`config.mk`:
```
export PLATFORM = sky130hd
export DESIGN_NAME = am_demodulation_flat
export DESIGN_NICKNAME = d
export VERILOG_FILES = /design/src/rtl/am_demodulation_pkg.sv /design/src/rtl/am_demodulation_if.sv /design/src/rtl/am_demodulation_boxcar.sv /design/src/rtl/am_demodulation.sv /design/src/flat_wrapper.sv
export SDC_FILE = /design/constraint.sdc
export NUM_CORES = 1
export LEC_CHECK = 0
export CORE_UTILIZATION = 55
export CTS_BUF_LIST = sky130_fd_sc_hd__clkbuf_4
export DETAILED_ROUTE_END_ITERATION = 10
export PLACE_DENSITY = 0.78
export REMOVE_ABC_BUFFERS = 1
export SLEW_MARGIN = 40
export SYNTH_ARGS = -nofsm -noshare
export SYNTH_HDL_FRONTEND = slang
export SYNTH_SLANG_ARGS = --single-unit
```
`constraint.sdc`:
```
create_clock -name clk -period 5.6 [get_ports clk]
set_clock_uncertainty 0.15 [all_clocks]
set_input_delay 0.56 -clock clk [delete_from_list [all_inputs] [get_ports clk]]
set_output_delay 0.56 -clock clk [all_outputs]
set_load 0.03 [all_outputs]
```
`src/rtl/am_demodulation_pkg.sv`:
```
// Shared types, widths and helpers for the coherent AM demodulator.
// Optional feature macro: AM_DEMOD_SAT_EN (clamp output instead of wrapping).
package am_pkg;

  localparam int SAMPLE_W = 8;
  localparam int PROD_W   = 16;

  // Fill FSM: FILL until the boxcar window holds N fresh products, then RUN.
  typedef enum logic {
    FILL = 1'b0,
    RUN  = 1'b1
  } state_t;

  // Clamp a wide signed value into the signed 8-bit sample range.
  function automatic logic signed [SAMPLE_W-1:0] sat_s8(input logic signed [31:0] x);
    logic signed [SAMPLE_W-1:0] r;
    if (x > 32'sd127) begin
      r = 8'sd127;
    end else if (x < -32'sd128) begin
      r = -8'sd128;
    end else begin
      r = x[SAMPLE_W-1:0];
    end
    return r;
  endfunction

endpackage

```
`src/rtl/am_demodulation_if.sv`:
```
// Sample/control bundle between the modulated-sample source and the demodulator.
// Handshake: in_valid qualifies am_in/cos_c for one cycle and out_valid qualifies
// demod_out for one cycle; there is no ready, the demodulator accepts every
// valid sample. clear is a level sampled on the clock and overrides in_valid.
interface am_demodulation_if;
  import am_pkg::*;

  logic                       clear;
  logic                       in_valid;
  logic signed [SAMPLE_W-1:0] am_in;
  logic signed [SAMPLE_W-1:0] cos_c;
  logic signed [SAMPLE_W-1:0] demod_out;
  logic                       out_valid;
  logic                       filled;
  state_t                     dbg_state;

  modport master (
    output clear, in_valid, am_in, cos_c,
    input  demod_out, out_valid, filled, dbg_state
  );

  modport slave (
    input  clear, in_valid, am_in, cos_c,
    output demod_out, out_valid, filled, dbg_state
  );
endinterface

```
`src/rtl/am_demodulation_boxcar.sv`:
```
// Power-of-two moving-sum filter: circular product buffer, write pointer,
// running sum and the FILL/RUN state machine. The buffer is not reset; its
// stale contents are ignored until the window has been refilled.
module am_boxcar
  import am_pkg::*;
#(
  parameter int LOG2_TAPS = 4
) (
  input  logic                                 clk,
  input  logic                                 rst,
  input  logic                                 clear_i,
  input  logic                                 prod_valid_i,
  input  logic signed [PROD_W-1:0]             prod_i,
  output logic signed [PROD_W+LOG2_TAPS-1:0]   sum_o,
  output logic                                 upd_valid_o,
  output logic                                 filled_o,
  output state_t                               state_o
);

  localparam int N     = 1 << LOG2_TAPS;
  localparam int SUM_W = PROD_W + LOG2_TAPS;

  logic signed [PROD_W-1:0]  buf_mem [N];
  logic [LOG2_TAPS-1:0]      wptr_q;
  logic [LOG2_TAPS-1:0]      count_q;
  logic signed [SUM_W-1:0]   sum_q;
  logic signed [SUM_W-1:0]   sum_d;
  logic                      upd_valid_q;
  state_t                    state_q;

  logic signed [PROD_W-1:0]  old;
  logic signed [SUM_W-1:0]   prod_ext;
  logic signed [SUM_W-1:0]   old_ext;
  logic                      accept;

  assign accept   = prod_valid_i && !clear_i;
  // Stale buffer entries must not be subtracted while the window refills.
  assign old      = (state_q == RUN) ? buf_mem[wptr_q] : '0;
  assign prod_ext = {{LOG2_TAPS{prod_i[PROD_W-1]}}, prod_i};
  assign old_ext  = {{LOG2_TAPS{old[PROD_W-1]}}, old};
  assign sum_d    = sum_q + prod_ext - old_ext;

  // Product buffer write; no reset so it can map onto RAM.
  always_ff @(posedge clk) begin
    if (accept) begin
      buf_mem[wptr_q] <= prod_i;
    end
  end

  // Running sum, pointer, fill counter, FSM and update strobe.
  always_ff @(posedge clk or posedge rst) begin
    if (rst) begin
      sum_q       <= '0;
      wptr_q      <= '0;
      count_q     <= '0;
      upd_valid_q <= 1'b0;
      state_q     <= FILL;
    end else if (clear_i) begin
      sum_q       <= '0;
      wptr_q      <= '0;
      count_q     <= '0;
      upd_valid_q <= 1'b0;
      state_q     <= FILL;
    end else if (prod_valid_i) begin
      sum_q  <= sum_d;
      wptr_q <= wptr_q + 1'b1;
      case (state_q)
        FILL: begin
          if (&count_q) begin
            // This product completes the window: it is the first output.
            state_q     <= RUN;
            count_q     <= '0;
            upd_valid_q <= 1'b1;
          end else begin
            count_q     <= count_q + 1'b1;
            upd_valid_q <= 1'b0;
          end
        end
        RUN: begin
          upd_valid_q <= 1'b1;
        end
        default: begin
          state_q     <= FILL;
          upd_valid_q <= 1'b0;
        end
      endcase
    end else begin
      upd_valid_q <= 1'b0;
    end
  end

  assign sum_o       = sum_q;
  assign upd_valid_o = upd_valid_q;
  assign filled_o    = (state_q == RUN);
  assign state_o     = state_q;

endmodule

```
`src/rtl/am_demodulation.sv`:
```
// Coherent AM demodulator: registered sample x carrier product, boxcar
// low-pass, arithmetic down-scaling and registered 8-bit output.
// Fixed 3-cycle latency, no backpressure.
// Optional feature macro: AM_DEMOD_SAT_EN (clamp scaled output to [-128,127];
// when undefined the low 8 bits are taken, wrapping).
module am_demodulation
  import am_pkg::*;
#(
  parameter int LOG2_TAPS = 4,
  parameter int OUT_SHIFT = 6
) (
  input  logic               clk,
  input  logic               rst,
  am_demodulation_if.slave   bus
);

  localparam int SUM_W = PROD_W + LOG2_TAPS;
  localparam int SHIFT = LOG2_TAPS + OUT_SHIFT;

  logic signed [PROD_W-1:0]   am_ext;
  logic signed [PROD_W-1:0]   cos_ext;
  logic signed [PROD_W-1:0]   prod_q;
  logic                       prod_valid_q;
  logic signed [SUM_W-1:0]    sum;
  logic                       upd_valid;
  logic signed [31:0]         sum_ext;
  logic signed [SAMPLE_W-1:0] scaled;
  logic signed [SAMPLE_W-1:0] demod_q;
  logic                       out_valid_q;

  assign am_ext  = {{(PROD_W-SAMPLE_W){bus.am_in[SAMPLE_W-1]}}, bus.am_in};
  assign cos_ext = {{(PROD_W-SAMPLE_W){bus.cos_c[SAMPLE_W-1]}}, bus.cos_c};

  // Stage 1: register the mixer product; clear discards the incoming sample.
  always_ff @(posedge clk or posedge rst) begin
    if (rst) begin
      prod_q       <= '0;
      prod_valid_q <= 1'b0;
    end else begin
      prod_valid_q <= bus.in_valid && !bus.clear;
      if (bus.in_valid) begin
        prod_q <= am_ext * cos_ext;
      end
    end
  end

  // Stage 2: moving-sum filter and fill FSM.
  am_boxcar #(
    .LOG2_TAPS (LOG2_TAPS)
  ) u_boxcar (
    .clk          (clk),
    .rst          (rst),
    .clear_i      (bus.clear),
    .prod_valid_i (prod_valid_q),
    .prod_i       (prod_q),
    .sum_o        (sum),
    .upd_valid_o  (upd_valid),
    .filled_o     (bus.filled),
    .state_o      (bus.dbg_state)
  );

  assign sum_ext = {{(32-SUM_W){sum[SUM_W-1]}}, sum};

  // Divide by N and apply the extra gain shift, then fit to 8 bits.
  always_comb begin
    scaled = '0;
`ifdef AM_DEMOD_SAT_EN
    scaled = sat_s8(sum_ext >>> SHIFT);
`else
    scaled = 8'(sum_ext >>> SHIFT);
`endif
  end

  // Stage 3: output register; demod_out holds between strobes.
  always_ff @(posedge clk or posedge rst) begin
    if (rst) begin
      demod_q     <= '0;
      out_valid_q <= 1'b0;
    end else if (bus.clear) begin
      out_valid_q <= 1'b0;
    end else begin
      out_valid_q <= upd_valid;
      if (upd_valid) begin
        demod_q <= scaled;
      end
    end
  end

  assign bus.demod_out = demod_q;
  assign bus.out_valid = out_valid_q;

endmodule
```
`src/flat_wrapper.sv`:
```
// flat-port wrapper written by rule: the top's interface ports become plain ports
module am_demodulation_flat import am_pkg::*;
#(
  parameter int LOG2_TAPS = 4,
  parameter int OUT_SHIFT = 6
)
  (clk, rst, bus_clear, bus_in_valid, bus_am_in, bus_cos_c, bus_demod_out, bus_out_valid, bus_filled, bus_dbg_state);
  am_demodulation_if bus_i ();
  input  logic clk;
  input  logic rst;
  input wire logic [$bits(bus_i.clear)-1:0] bus_clear;
  input wire logic [$bits(bus_i.in_valid)-1:0] bus_in_valid;
  input wire logic [$bits(bus_i.am_in)-1:0] bus_am_in;
  input wire logic [$bits(bus_i.cos_c)-1:0] bus_cos_c;
  output wire logic [$bits(bus_i.demod_out)-1:0] bus_demod_out;
  output wire logic [$bits(bus_i.out_valid)-1:0] bus_out_valid;
  output wire logic [$bits(bus_i.filled)-1:0] bus_filled;
  output wire logic [$bits(bus_i.dbg_state)-1:0] bus_dbg_state;
  assign bus_i.clear = bus_clear;
  assign bus_i.in_valid = bus_in_valid;
  assign bus_i.am_in = bus_am_in;
  assign bus_i.cos_c = bus_cos_c;
  assign bus_demod_out = bus_i.demod_out;
  assign bus_out_valid = bus_i.out_valid;
  assign bus_filled = bus_i.filled;
  assign bus_dbg_state = bus_i.dbg_state;
  am_demodulation #(.LOG2_TAPS(LOG2_TAPS), .OUT_SHIFT(OUT_SHIFT)) u_core (.clk(clk), .rst(rst), .bus(bus_i));
endmodule
```
### Yosys cells after proc, flatten, opt, wreduce, memory -nomap -nowiden

Memory sizes are Yosys's and may differ from the RTL's.
Cells that the tools add are included.

* register bits: 56
* latch bits: 0
* memory bits (writable): 256
* ROM bits: 0
* input port bits: 20
* output and inout bits: 11
* word-level logic and storage cells: 44
* memories: 1

* add/subtract/negate cells: 4
* $mul: 1
* div/mod/pow operators: 0
* magnitude comparators: 0
* equality and inequality tests: 1
* shift operators: 0
* mux-type cells: 19
* bitwise operators: 2
* reduce and logical (&&, ||, !) cells: 7

Memories
* u_core.u_boxcar.buf_mem: depth 16, width 16, rd ports 1, clocked after Yosys merged registers in 0, write ports 1, RTL line am_demodulation_boxcar.sv:23 `logic signed [PROD_W-1:0] buf_mem [N];`

Operators by type and width (count)
* 2-to-1 mux 20 bit: 2
* 2-to-1 mux 4 bit: 6
* adder 20 x 16 -> 20 bit: 1
* subtractor 20 x 16 -> 20 bit: 1
* multiplier 8 x 8 -> 16 bit: 1
* 2-to-1 mux 16 bit: 1
* 2-to-1 mux 1 bit: 9
* adder 4 x 1 -> 4 bit (second input constant): 2
* AND reduction 2 bit: 2
* AND reduction 4 bit: 1
* logical AND 1 bit: 2
* inequality test 2 bit (second input constant): 1
* NOT 1 bit: 2
* one-hot mux 1 bit (2 select lines): 1
* nonzero test 2 bit: 1
* logical NOT 1 bit: 1

### Depth between registers and ports, before layout

Gate-level depths: netlist (run 1).

* word-level depth: 5
* gate-level depth with buffers: 18
* mapped depth without buffers: 17

### Cells and area by module

A second synthesis (run 1) with hierarchy kept.

* cell total of the unflattened synthesis: 1088
* area total of the unflattened synthesis: 16196.8 µm²

Modules (own cells, without submodules)
* am_boxcar: instances 1, cells an instance 742, area an instance 12737.2 µm², seq. area each 8438.1 µm²
* am_demodulation: instances 1, cells an instance 346, area an instance 3459.6 µm², seq. area each 650.6 µm²

### Worst setup path before layout (run 1)

Ideal clock, no wire load.

* path kind: register to register
* from: reg u_core.u_boxcar.wptr_q[0]
* to: reg u_core.u_boxcar.sum_q[17] (netlist: u_core.u_boxcar.sum_o[17])
* setup time: 119 ps
* data arrival time: 4340 ps
* required time: 5331 ps
* path slack: 991 ps
* stages on the path, launching flop included: 17
* path buffers: 3
* clock period less this slack: 4609 ps
* path through: dfrtp_1 -> buf_6 -> buf_6 -> buf_2 -> mux4_2 -> mux4_2 -> and2_1 -> fa_1 -> inv_1 -> ha_1 -> a211oi_1 -> o21a_1 -> o21a_1 -> a211oi_1 -> o21a_1 -> o31a_1 -> o21ba_1

* cells in the longest elaborated chain, start to end: 5

RTL lines
* start: declaration: RTL line am_demodulation_boxcar.sv:24 `logic [LOG2_TAPS-1:0] wptr_q;`
* start signal: assignment: RTL line am_demodulation_boxcar.sv:66 `wptr_q <= wptr_q + 1'b1;`
* memory (16 x 16 bit)
* 2-to-1 mux 16 bit: RTL line am_demodulation_boxcar.sv:38 `assign old = (state_q == RUN) ? buf_mem[wptr_q] : '0;`
* subtractor 20 x 16 -> 20 bit: RTL line am_demodulation_boxcar.sv:41 `assign sum_d = sum_q + prod_ext - old_ext;`
* 2-to-1 mux 20 bit: RTL line am_demodulation_boxcar.sv:64 `end else if (prod_valid_i) begin`
* 2-to-1 mux 20 bit: RTL line am_demodulation_boxcar.sv:58 `end else if (clear_i) begin`
* end signal: assignment: RTL line am_demodulation_boxcar.sv:65 `sum_q <= sum_d;`
* end: declaration: RTL line am_demodulation_boxcar.sv:26 `logic signed [SUM_W-1:0] sum_q;`

Every way passes these cells. The select of a mux whose other input is x is not followed.
A chain may end at the register's enable or synchronous reset.

### Final worst setup path (run 1)

Same ends and word-level chain as after synthesis.

==> results of run 1 <==
## layout make-up
class	instances	area [sq um]
fill	2018	10310
sequential	310	9045
multi-input combinational	554	6082
clock buffer	112	840.8
inverter	152	570.5
timing repair buffer	59	555.5
tap	378	473.0
clock inverter	24	132.6
antenna	1	2.502
## power by group
part           switching [uW]  internal, uW
sequential                270          2820
combinational            1430          1120
clock                     880           969
total                    2580          4910
## registers in the layout, indices dropped and copies added (netlist names)
signal	cells
u_core.bus.out_valid	1
u_core.u_boxcar.buf_mem	256
u_core.u_boxcar.sum_o	18
u_core.prod_valid_q	1
u_core.bus.demod_out	8
u_core.u_boxcar.count_q	4
u_core.u_boxcar.wptr_q	4
u_core.prod_q	16
u_core.u_boxcar.filled_o	1
u_core.u_boxcar.upd_valid_o	1
## cell families after synthesis
logic type | after synthesis | share of synthesized area
and+or+nand+nor | 192 | 0.06012
buffers and inverters | 186 | 0.04600
DFF | 310 | 0.5729
adders and majority gates | 124 | 0.1326
AOI/OAI and AO/OA | 110 | 0.04616
xor gates and xnor gates | 30 | 0.01665
muxes | 98 | 0.1255
## placed cells by master (no fill, tap or decap), types with 3 or more instances in the layout
| cell | count |
|---|---|
| edfxtp_1 | 256 |
| inv_1 | 150 |
| clkbuf_4 | 112 |
| mux4_2 | 79 |
| fa_1 | 72 |
| and2_1 | 57 |
| ha_1 | 52 |
| dfrtp_1 | 51 |
| nand2_1 | 43 |
| nor2_1 | 40 |
| clkdlybuf4s50_1 | 30 |
| buf_4 | 26 |
| o21ai_0 | 25 |
| a21oi_1 | 23 |
| xnor2_1 | 22 |
| clkinv_1 | 18 |
| a21o_1 | 12 |
| o21a_1 | 10 |
| nor2b_1 | 10 |
| a211oi_1 | 10 |
| mux2i_1 | 10 |
| nand2b_1 | 9 |
| mux2_2 | 9 |
| xor2_1 | 8 |
| nor2_2 | 8 |
| nor3_1 | 6 |
| o21bai_1 | 5 |
| nand3_1 | 4 |
| nor2_4 | 4 |
| nor3_2 | 4 |
| o311ai_0 | 4 |
| nand4_1 | 3 |
| a31oi_1 | 3 |
| o22ai_1 | 3 |
| buf_12 | 3 |
## final timing paths
path                                                   to
worst max-delay path            u_core.u_boxcar.sum_o[17]
worst min-delay path              u_core.bus.demod_out[2]
worst max register to register  u_core.u_boxcar.sum_o[17]
worst min register to register    u_core.bus.demod_out[0]
max in group asynchronous       u_core.u_boxcar.wptr_q[0]
min in group clk                  u_core.bus.demod_out[0]
## per-stage QoR
step,hold slack (ns),total power [uW],setup TNS [ns]
2_1_floorplan,0.3159,4998,-7.687
3_3_place_gp,0.3434,5573,0
3_5_place_dp,0.3485,5659,0
4_1_cts,0.2486,7519,0
5_1_grt,0.2890,8009,0
6_report,0.2648,7489,0
## worst max-delay path, cell delays in order, from the launching register on
cell,delay (ns)
dfrtp_4,0.82
buf_4,0.29
mux4_2,0.53
mux4_2,0.53
and2_1,0.22
fa_1,0.55
inv_1,0.05
ha_1,0.34
o21ai_0,0.16
a211oi_1,0.35
o32ai_1,0.15
a211oi_1,0.30
nor3_1,0.12
o31a_1,0.25
o21ba_1,0.18
## routing by layer
metal	routed length (microns)	vias up	GRT usage
li1	-	4026	-
met1	12980	4569	0.3018
met2	16400	308	0.3943
met3	2053	55	0.04717
met4	920	0	0.08967
met5	0	-	0
==> metrics, run 1 <==
largest net degree at the start of global routing between 50 and 60; Area contributors post-synth edfxtp_1, mux4_2, fa_1, dfrtp_1, ha_1; Initial Utilization 0.5632; R2R setup slack 0.48 ns; Reg clk slew, reported paths approximately 0.070 ns; die area 29,370 sq um; most frequent cells after synthesis edfxtp_1, inv_1, mux4_2; Final HPWL DP about 22,000 microns; chip width ~170 microns; Final Wtd Congestion 0.8080; Die Y 171.4 microns; VDD IR max 0.0002024 V; Detailed Route Iter0 Violations 849; top-area cell type share of the netlist area 0.4873; DRC Markers 0; post-layout minimum cycle time between 5 and 6 ns; Core Rows 61; outcome completed; Post-CTS Setup Inserts 0; LEAKAGE 0.006737 uW; WS Path Type register to register; post-route insts no fill 1,590; Ports 31; CP Data Required Time approximately 6 ns; cells after synthesis 1,050; initial antenna violation count 1; WL/cell just over 20 microns; syn_area_per_cell 15.03 sq um; post-cts resize count 0; Area Overhead vs Synth 12.21%; Synth Cell Area roughly 16,000 sq um; synthesis-stage register bit count 310; Synth Warn # 0; dpl ws 0.1882 ns; Post-synth EDFFs 256; GRT Resource Usage Total 0.2345; critical path startpoint u_core.u_boxcar.wptr_q[0]; ys async rst share 0.1742; Critical Path Source Type register; Max Cap Viol 0; Detailed Routing Iterations Pass 1 5; clk sink count 310; Worst Path Arrival 5.54 ns; global-route wire length before repair 50,540 microns; Final Util 0.6320; H-tree levels 3; placed cell area 16,730 sq um; WL final 32,360 microns; final period utilization 0.9135; Final Hold Fails 0; Final ANT Viol Nets 0; core area 28,010 sq um; placed cell count between 1,000 and 1,500; count of cell types in the netlist 51; vias in the first global route between 9,000 and 10,000; total CTS buffers 75; Final Setup Violations 0; Max FO, Critical Path 27; Worst-Margin Slew 0.7354 ns; clock latency on the worst-skew pair about 0.7 ns; total congestion overflow 0; via count 8,958; Slew Limit Fails 0; final instance area 17,700 sq um; Worst Setup End Kind register; Nets between 1,000 and 1,500; Root Buffer Master clkbuf_4; vias per inst ~5.6; Seq/Total Area, Yosys 0.5729; post-synth top area cell edfxtp_1; RSZ-0062 raised after global routing false; CTS tree yes; worst reg2reg startpoint u_core.u_boxcar.wptr_q[0]; Hold WC Path Type input port to asynchronous set/reset pin; hold_buf cts 0; Max Freq around 200 MHz; clock buffer depth 3; most frequent cell after synthesis edfxtp_1; number of port buffers 30; setup ws final roughly 0.48 ns; P per Cell Area approximately 420 nW/um^2; Synth Flop Type edfxtp_1; slew margin rel. 0.5085; share of cells above drive strength 1 0.2139; R2R cell count 14
Power figures use the tool's default switching activity.
==> inputs of run 2 (changes only) <==
SLEW_MARGIN = 20   (was 40)
==> run 2 against run 1 <==
  * Register-to-register slack hardly changed
  * Sequential share of layout area fell by 0.18 points
  * Final cell count barely moved
  * Die area did not move
  * Hold slack barely moved
  * Clock-buffer cell count rose by 1
  * Critical path depth unchanged
  * Routed wire length is 1.2% higher
  * Clock power rose by 6%
  * Critical endpoint unchanged
  * Largest cell class unchanged
  * Largest power group unchanged
==> metrics, run 2 (synthesis results as in run 1) <==
outcome completed (unchanged); total CTS buffers 74 (was 75); DRC Markers 0 (unchanged); GRT Resource Usage Total 0.2361 (was 0.2345); Root Buffer Master clkbuf_4 (unchanged); H-tree levels 3 (unchanged); commonest non-fill, non-tap cell in the layout edfxtp_1 (unchanged); delay-heaviest family, CP compound AO/OA/AOI/OAI gates (unchanged); Max Freq 195.4 MHz (was 195.5 MHz); post-cts resize count 0 (unchanged); CP Data Required Time 6.02 ns (about the same); chip width 171.4 microns (unchanged); switch share 0.3413 (was 0.3447); total congestion overflow 0 (unchanged); Hold WC Path Type input port to asynchronous set/reset pin (unchanged); die area 29,370 sq um (unchanged); core area 28,010 sq um (unchanged); setup_tns 0 ns (unchanged); global-route wire length before repair 51,010 microns (was 50,540 microns); RSZ-0062 raised after global routing false (unchanged); Die Y 171.4 microns (unchanged); Detailed Route Iter0 Violations 819 (was 849); Psw 2595 uW (was 2581 uW); Max Cap Viol 0 (unchanged); Worst-Margin Slew 1.091 ns (was 0.7354 ns); Worst Path Arrival 5.54 ns (about the same); Max FO, Critical Path 27 (unchanged); Detailed Routing Iterations Pass 1 6 (was 5); Core Rows 61 (unchanged); Crit path depth 14 (unchanged); Critical Path Source Type register (unchanged); Pint 5010 uW (was 4908 uW); largest net degree at the start of global routing 55 (unchanged); Area Overhead vs Synth 12.58% (was 12.21%); R2R cell count 14 (unchanged); Nets 1,295 (was 1,296); Logic pwr share 0.336 (was 0.341); clock power share 0.259 (was 0.247); Final HPWL DP 21,700 microns (was 21,720 microns); Reg clk slew, reported paths 0.07 ns (about the same); Slew Limit Fails 0 (unchanged); vias per inst 5.699 (was 5.634); clk sink count 310 (unchanged); crit-path cells buf_4 > mux4_2 > mux4_2 > and2_1 > fa_1 > inv_1 > ha_1 > o21ai_0 > a211oi_1 > o32ai_1 > a211oi_1 > nor3_1 > o31a_1 > o21ba_1 (unchanged); slew margin rel. 0.2724 (was 0.5085); Ports 31 (unchanged); Final Setup Violations 0 (unchanged); Crit-path slowest cell dfrtp_4 (unchanged); WL/cell 20.60 microns (was 20.35 microns); CTS tree yes (unchanged); number of port buffers 30 (unchanged); vias in the first global route 9,260 (was 9,108); WS Path Type register to register (unchanged); WP buf/inv 2 (unchanged); WL final 32,740 microns (was 32,360 microns); Initial Utilization 0.5632 (unchanged); Final ANT Viol Nets 0 (unchanged); Worst Setup End Kind register (unchanged); Post-CTS Setup Inserts 0 (unchanged); Reg with most FFs u_core.u_boxcar.buf_mem (unchanged); VDD IR max 0.0002290 V (was 0.0002024 V); via count 9,056 (was 8,958); final period utilization 0.9138 (was 0.9135); CP peak stage delay 0.81 ns (was 0.82 ns); clock latency on the worst-skew pair 0.68 ns (was 0.69 ns); most frequent cells in the layout edfxtp_1, inv_1, clkbuf_4, mux4_2, fa_1 (unchanged); share of cells above drive strength 1 0.2157 (was 0.2139); LEAKAGE 0.006762 uW (was 0.006737 uW); post-route insts no fill 1,589 (was 1,590); Final Hold Fails 0 (unchanged); post-layout minimum cycle time 5.118 ns (was 5.116 ns); placed cell count 1,453 (unchanged); Final Wtd Congestion 0.8080 (unchanged); sequential share of power 0.406 (was 0.412); worst hold margin 0.2648 ns (about the same); hold_buf cts 0 (unchanged); initial antenna violation count 1 (unchanged); P per Cell Area 428.2 nW/um^2 (was 423.1 nW/um^2); max reg flops 256 (unchanged); clock buffer depth 3 (unchanged); Total Power 7605 uW (was 7489 uW)
==> run 2: cell count changes in the layout (fill, tap and decap cells not counted), sizes merged <==
cell	delta
clkbuf	+1
clkinv	-6
bufinv	+2
inv	+1
clkinvlp	+1
==> run 2: final timing paths <==
kind | from | endpoint | slack, ns
worst max-delay path | u_core.u_boxcar.wptr_q[0] | u_core.u_boxcar.sum_o[17] | 0.48
worst min-delay path | rst | u_core.u_boxcar.sum_o[13] | 0.26
worst max register to register | u_core.u_boxcar.wptr_q[0] | u_core.u_boxcar.sum_o[17] | 0.48
worst min register to register | u_core.bus.demod_out[0] | u_core.bus.demod_out[0] | 0.36
max in group asynchronous | rst | u_core.u_boxcar.wptr_q[0] | 4.47
min in group clk | u_core.bus.demod_out[0] | u_core.bus.demod_out[0] | 0.36
==> run 2: cell type report <==
class | instances | area, sq um
Fill cell | 2002 | 10250
Sequential cell | 310 | 9044
Multi-Input combinational cell | 554 | 6082
Clock buffer | 113 | 848.3
Inverter | 152 | 570.5
Timing Repair Buffer | 59 | 555.5
Tap cell | 378 | 473.0
Clock inverter | 22 | 185.2
Antenna cell | 1 | 2.502
==> run 2: through the flow <==
step / utilization / instance area, sq um / setup slack (ns)
6_report: 0.6341 / 17760 / 0.4825
3_5_place_dp: 0.5969 / 16720 / 0.1950
4_1_cts: 0.6338 / 17750 / 0.4751
2_1_floorplan: - / 15620 / -0.8809
3_3_place_gp: 0.5964 / 16700 / 0.3258
5_1_grt: 0.6341 / 17760 / 0.1903
==> run 2: power groups by stage <==
stage | clock (uW) | combinational (uW) | sequential (uW)
2_1_floorplan | 0 | 1970 | 3030
3_3_place_gp | 0 | 2460 | 3120
3_5_place_dp | 0 | 2520 | 3130
4_1_cts | 2000 | 2540 | 3080
5_1_grt | 2120 | 2900 | 3110
6_report | 1970 | 2550 | 3090
==> run 2: tightest hold or removal path: stages <==
cell,delay (ns)
clkdlybuf4s50_1,0.42
inv_2,0.05
buf_4,0.57
==> run 2: per-layer routing <==
| layer | vias to the layer above | share of wire | GRT usage | wire [microns] |
|---|---|---|---|---|
| met1 | 4662 | 0.40 | 0.3003 | 12940 |
| met3 | 50 | 0.061 | 0.04349 | 1991 |
| met5 | - | 0 | 0 | 0 |
| met4 | 0 | 0.026 | 0.1025 | 866 |
| met2 | 319 | 0.52 | 0.3984 | 16940 |
| li1 | 4025 | - | - | - |
